==> config.mk <==
export PLATFORM = sky130hd
export DESIGN_NAME = seg7_capture
export DESIGN_NICKNAME = d
export VERILOG_FILES = /design/src/rtl/seg7_pkg.sv /design/src/rtl/seg7_dec.sv /design/src/rtl/seg7_capture.sv
export SDC_FILE = /design/constraint.sdc
export NUM_CORES = 1
export LEC_CHECK = 0
export BUFFER_PORTS_ARGS = -buffer_cell sky130_fd_sc_hd__buf_2
export CORE_MARGIN = 2
export CORE_UTILIZATION = 59
export CTS_CLUSTER_SIZE = 8
export DETAILED_ROUTE_END_ITERATION = 12
export PLACE_DENSITY = 0.8
export SLEW_MARGIN = 10
export SYNTH_ARGS = -nofsm -noshare
export SYNTH_HDL_FRONTEND = slang
export SYNTH_SLANG_ARGS = --single-unit
==> constraint.sdc <==
create_clock -name clk -period 3.89 [get_ports clk]
set_clock_uncertainty 0.2 [all_clocks]
set_input_delay 0.389 -clock clk [delete_from_list [all_inputs] [get_ports clk]]
set_output_delay 0.389 -clock clk [all_outputs]
set_load 0.02 [all_outputs]
==> src/rtl/seg7_pkg.sv <==
// Shared constants for the 7-segment capture path: segment patterns, code widths
// and the decoder result payload.
package seg7_pkg;

  // Polarity: segments are active-low (0 = lit); on the bus a is bit 7 ... g is bit 1, dp is bit 0.
  localparam int unsigned SEG_BUS_W = 8;
  localparam int unsigned SEG_W     = 7;
  localparam int unsigned CODE_W    = 4;

  localparam logic [SEG_W-1:0] SEG_PAT_0     = 7'b0000001;
  localparam logic [SEG_W-1:0] SEG_PAT_1     = 7'b1001111;
  localparam logic [SEG_W-1:0] SEG_PAT_2     = 7'b0010010;
  localparam logic [SEG_W-1:0] SEG_PAT_3     = 7'b0000110;
  localparam logic [SEG_W-1:0] SEG_PAT_4     = 7'b1001100;
  localparam logic [SEG_W-1:0] SEG_PAT_5     = 7'b0100100;
  localparam logic [SEG_W-1:0] SEG_PAT_6     = 7'b0100000;
  localparam logic [SEG_W-1:0] SEG_PAT_7     = 7'b0001111;
  localparam logic [SEG_W-1:0] SEG_PAT_8     = 7'b0000000;
  localparam logic [SEG_W-1:0] SEG_PAT_9     = 7'b0000100;
  localparam logic [SEG_W-1:0] SEG_PAT_BLANK = 7'b1111111;

  localparam logic [CODE_W-1:0] SEG_BLANK_CODE = 4'hF;

  // Decoder result: ok is low for any pattern that is neither a digit nor blank.
  typedef struct packed {
    logic              ok;
    logic [CODE_W-1:0] code;
  } seg7_dec_t;

endpackage

==> src/rtl/seg7_dec.sv <==
// Combinational decode of one a..g segment pattern back to its BCD code.
module seg7_dec
  import seg7_pkg::*;
(
  input  logic [SEG_W-1:0] seg_i,
  output seg7_dec_t        dec_c
);

  always_comb begin
    dec_c.ok   = 1'b1;
    dec_c.code = SEG_BLANK_CODE;
    case (seg_i)
      SEG_PAT_0:     dec_c.code = 4'd0;
      SEG_PAT_1:     dec_c.code = 4'd1;
      SEG_PAT_2:     dec_c.code = 4'd2;
      SEG_PAT_3:     dec_c.code = 4'd3;
      SEG_PAT_4:     dec_c.code = 4'd4;
      SEG_PAT_5:     dec_c.code = 4'd5;
      SEG_PAT_6:     dec_c.code = 4'd6;
      SEG_PAT_7:     dec_c.code = 4'd7;
      SEG_PAT_8:     dec_c.code = 4'd8;
      SEG_PAT_9:     dec_c.code = 4'd9;
      SEG_PAT_BLANK: dec_c.code = SEG_BLANK_CODE;
      default:       dec_c.ok   = 1'b0;
    endcase
  end

endmodule

==> src/rtl/seg7_capture.sv <==
// Samples a multiplexed active-low 7-segment bus and commits each digit's code
// once it has been seen identically on STABLE consecutive samples of that digit.
module seg7_capture
  import seg7_pkg::*;
#(
  parameter int unsigned DIGITS = 8,
  parameter int unsigned STABLE = 2
) (
  input  logic                     clk,
  input  logic                     rst_n,
  input  logic [SEG_BUS_W-1:0]     seg_in,
  input  logic [DIGITS-1:0]        an_in,
  input  logic                     sample,
  output logic [CODE_W*DIGITS-1:0] digits_o,
  output logic [DIGITS-1:0]        dig_valid_o,
  output logic                     upd_o,
  output logic                     err_o
);

  localparam int unsigned CNT_W = $clog2(STABLE + 1);
  localparam int unsigned IDX_W = (DIGITS > 1) ? $clog2(DIGITS) : 1;
  localparam logic [CNT_W-1:0] CNT_MAX = CNT_W'(STABLE);
  localparam logic [CNT_W-1:0] CNT_ONE = CNT_W'(1);

  logic [DIGITS-1:0][CODE_W-1:0] cand_q, cand_d;
  logic [DIGITS-1:0][CODE_W-1:0] digits_q, digits_d;
  logic [DIGITS-1:0][CNT_W-1:0]  cnt_q, cnt_d;
  logic [DIGITS-1:0]             cvld_q, cvld_d;
  logic [DIGITS-1:0]             dvld_q, dvld_d;
  logic                          upd_q, upd_d;
  logic                          err_q, err_d;

  logic [DIGITS-1:0] an_low;
  logic              any_low;
  logic              multi_low;
  logic [IDX_W-1:0]  idx;
  logic [CNT_W-1:0]  cnt_new;
  seg7_dec_t         dec;
  logic              dp_unused;

  assign dp_unused = seg_in[0];

  seg7_dec u_dec (
    .seg_i (seg_in[SEG_BUS_W-1:1]),
    .dec_c (dec)
  );

  // Anode decode: clearing the lowest set bit leaves something only if 2+ are low.
  always_comb begin
    an_low    = ~an_in;
    any_low   = |an_low;
    multi_low = |(an_low & (an_low - DIGITS'(1)));
    idx       = '0;
    for (int i = 0; i < DIGITS; i++) begin
      if (an_low[i]) idx = IDX_W'(i);
    end
  end

  // Per-digit stability filter and commit.
  always_comb begin
    cand_d   = cand_q;
    digits_d = digits_q;
    cnt_d    = cnt_q;
    cvld_d   = cvld_q;
    dvld_d   = dvld_q;
    upd_d    = 1'b0;
    err_d    = 1'b0;
    cnt_new  = CNT_ONE;

    if (sample && any_low && !multi_low) begin
      if (dec.ok) begin
        if (cvld_q[idx] && (dec.code == cand_q[idx])) begin
          cnt_new = (cnt_q[idx] == CNT_MAX) ? CNT_MAX : cnt_q[idx] + CNT_ONE;
        end
        cand_d[idx] = dec.code;
        cvld_d[idx] = 1'b1;
        cnt_d[idx]  = cnt_new;
        if ((cnt_new == CNT_MAX) &&
            ((dec.code != digits_q[idx]) || !dvld_q[idx])) begin
          digits_d[idx] = dec.code;
          dvld_d[idx]   = 1'b1;
          upd_d         = 1'b1;
        end
      end else begin
        err_d       = 1'b1;
        cvld_d[idx] = 1'b0;
        cnt_d[idx]  = '0;
      end
    end else if (sample && multi_low) begin
      err_d = 1'b1;
    end
  end

  always_ff @(posedge clk or negedge rst_n) begin
    if (!rst_n) begin
      cand_q   <= {DIGITS{SEG_BLANK_CODE}};
      digits_q <= {DIGITS{SEG_BLANK_CODE}};
      cnt_q    <= '0;
      cvld_q   <= '0;
      dvld_q   <= '0;
      upd_q    <= 1'b0;
      err_q    <= 1'b0;
    end else begin
      cand_q   <= cand_d;
      digits_q <= digits_d;
      cnt_q    <= cnt_d;
      cvld_q   <= cvld_d;
      dvld_q   <= dvld_d;
      upd_q    <= upd_d;
      err_q    <= err_d;
    end
  end

  assign digits_o    = digits_q;
  assign dig_valid_o = dvld_q;
  assign upd_o       = upd_q;
  assign err_o       = err_q;

endmodule

==> results.yml <==
clocking:
  cts_setup_buffers: 0
  insertion_delay_ns: 0.37
  cts.sinks: 98
  cts.reportedPaths.clkPinSlew_ns: 0.10
  cts_max_level: 3
  cts_resized: 0
  cts_buffer_depth: 2
  numCtsBuffers: 9
  cts_tree: "done"
  root_buffer: "clkbuf_8"
  cts_hold_buf: 1
yosys:
  synthArstFlopShare: 1.000
  synth.distinct_cells: 68
  synth_edf_count: 0
  syn_nets: 488
  postSynthAreaPerCell_um2: 11.32
  yosysSeqAreaShare: 0.4781
  netlist_instances: 468
  synth_top_cell_area_share: 0.3175
  ys.flop_type: "dfstp_2"
  syn-cell-area_um2: 5296
  yosysTopAreaCell: "dfstp_2"
  synth.area.top_cells: "dfstp_2, dfrtp_1, mux2_2"
  synth_warnings: 0
  yosys_register_bits: 98
floorplanning:
  coreArea_um2: 8721
  die_h_um: 98.75
  ios: 61
  fp.dieW_um: 98.75
  rows: 34
  start_util: 0.6073
  dieArea_um2: 9751
global_routing:
  grtUsageTotal: 0.3025
  grt_pass1_vias: 4234
  grt_max_degree: 68
  overflow: 0
  antenna_found_initial: 0
  grt_pass1_wl_mm: 22.91
critical_path:
  max_stage_delay_ns: 0.59
  path_cells: "buf_2, nand2_1, nor3_1, a222oi_1, o211ai_1, o2111ai_1, nand4b_4, buf_4, nor3_4, mux2_2"
  slowest_stage: "nor3_1"
  required_ns: 3.99
  path_max_fanout: 17
  crit_path_end_kind: "register"
  arrival_ns: 3.36
  path_class: "input port to register"
  crit_path_start_kind: "input port"
drt:
  drt_pre_antenna_iters: 5
  drc_errors: 0
  ant_nets: 0
  viasPerCell: 6.619
  initialDrtViolationCount: 362
  wl_per_cell_um: 21.89
  dr_total_vias: 4309
  wirelength_mm: 14.25
layout:
  layout.cells.non_filler: 651
  final_nets: 558
  nFillCells: 633
  fin_area_um2: 6040
  drive_gt1_frac: 0.4641
  syn_to_final_growth_pct: 14.03
  antenna_cells_inserted: 0
sta:
  max_freq_ghz: 0.3072
  layout_min_cycle_time_ns: 3.255
  hold_viol_final: 0
  worstMarginPinSlew_ns: 0.8268
  rsz0062_at_grt: "false"
  setup_viol: 0
  finalMaxSlewViolations: 0
  slew_headroom: 0.4488
  post-route-period-util: 0.8368
  tns_ns: 0
power:
  intPower_uw: 1440
  sw_frac_of_total: 0.2647
  ir_drop_v: 0.0001953
  p_leak_uw: 0.002657
  power_density_nw_per_um2: 324.4
  p_clk_frac: 0.370
  p_comb_frac: 0.103
  pwr-share-seq: 0.528
  power_switching_uw: 518.5
min_path:
  min_path_type: "input port to register"
run_status:
  outcome: "finished, final reports clean"
placed_design:
  dp_hpwl_mm: 10.27
  place_area_um2: 5811
  dp.cells: 634
  placement.io_buffers: 59
  routabilityCongestion: 0.9194
job:
  maxCapViolations: 0
-- per-layer routing --
metal / global-route usage / wire length (µm) / up-vias
li1: - / - / 1898
met3: 0.05816 / 1002 / 56
met1: 0.4210 / 5823 / 2133
met5: 0 / 0 / -
met2: 0.4678 / 6937 / 222
met4: 0.1275 / 484 / 0
-- worst max-delay path: cells and delay by family --
family | cells | cell delay, ns
muxes | 1 | 0.39
buffers and inverters | 2 | 0.49
and+or+nand+nor | 4 | 1.44
AOI/OAI and AO/OA | 3 | 0.63
-- kinds of logic after synthesis --
logic type	share of synthesized area
compound gates	0.1425
xor+xnor	0.008270
simple gates	0.1755
fa+ha+maj	0.006142
flops	0.4781
buf+inv	0.02882
mux	0.1606
-- power groups by stage --
stage	clock, µW	combinational [µW]	sequential, µW
floorplan	0	113	1050
global placement	0	189	1050
detailed placement	0	194	1050
CTS	730	197	1030
global route	770	218	1030
finish	724	201	1030
-- sequential cells by signal, summed over array words and instances (netlist names), named ones only --
signal	flops
cand_q	32
cnt_q	16
dig_valid_o	8
digits_o	32
err_o	1
upd_o	1
-- cell type report --
type,count,area [µm²],area share
multi-input cells,334,2611,0.4324
flip-flops and latches,98,2532,0.4193
repair buffers,84,500.5,0.08287
clock buffers,10,148.9,0.02465
well taps,108,135.1,0.02237
clock inverters,6,70.07,0.01160
inverters,11,41.29,0.006837
-- cells in the mapped netlist (6+ instances only) --
cell type  count
dfstp_2       64
mux2_2        60
dfrtp_1       34
nand2_1       31
o21ai_0       26
nor2_1        23
clkbuf_1      15
a21oi_1       12
mux2_1        12
inv_1         11
o22ai_1       11
or2_2          9
or3_1          9
and2_1         8
nand3_1        8
nand4_1        8
nor3_4         8
nor3_1         6
o221ai_1       6
-- cell usage in the layout, fill, tap and decap left out, types with 9 or more instances in the layout --
cell      instances
mux2_2           60
buf_2            58
o22ai_1          11
nor2_1           23
buf_4            24
nand2_1          31
clkbuf_8          9
inv_1            11
dfstp_2          64
or2_2             9
a21oi_1          12
or3_1             9
o21ai_0          26
dfrtp_1          34
mux2_1           12
-- final timing paths --
check | endpoint | cells past startpoint | slack, ns | from
worst max-delay path | digits_o[8] | 10 | 0.63 | an_in[3]
worst min-delay path | err_o | 3 | 0.15 | sample
worst max register to register | digits_o[8] | 9 | 0.75 | digits_o[13]
worst min register to register | cand_q[30] | 2 | 0.30 | cand_q[30]
max in group asynchronous | cand_q[12] | 3 | 2.08 | rst_n
min in group asynchronous | async pin | 2 | 0.45 | rst_n
-- metrics by stage --
stage,hold WS (ns),total power [µW],utilization,setup slack [ns]
after global placement,0.2637,1239,0.6663,0.3937
after detailed placement,0.2843,1245,0.6663,0.3660
after floorplan,-0.1066,1163,-,0.5614
after CTS,0.1307,1960,0.6925,0.7463
after global routing,0.1488,2022,0.6925,0.4749
final,0.1477,1959,0.6925,0.6348
Power figures use the tool's default switching activity.
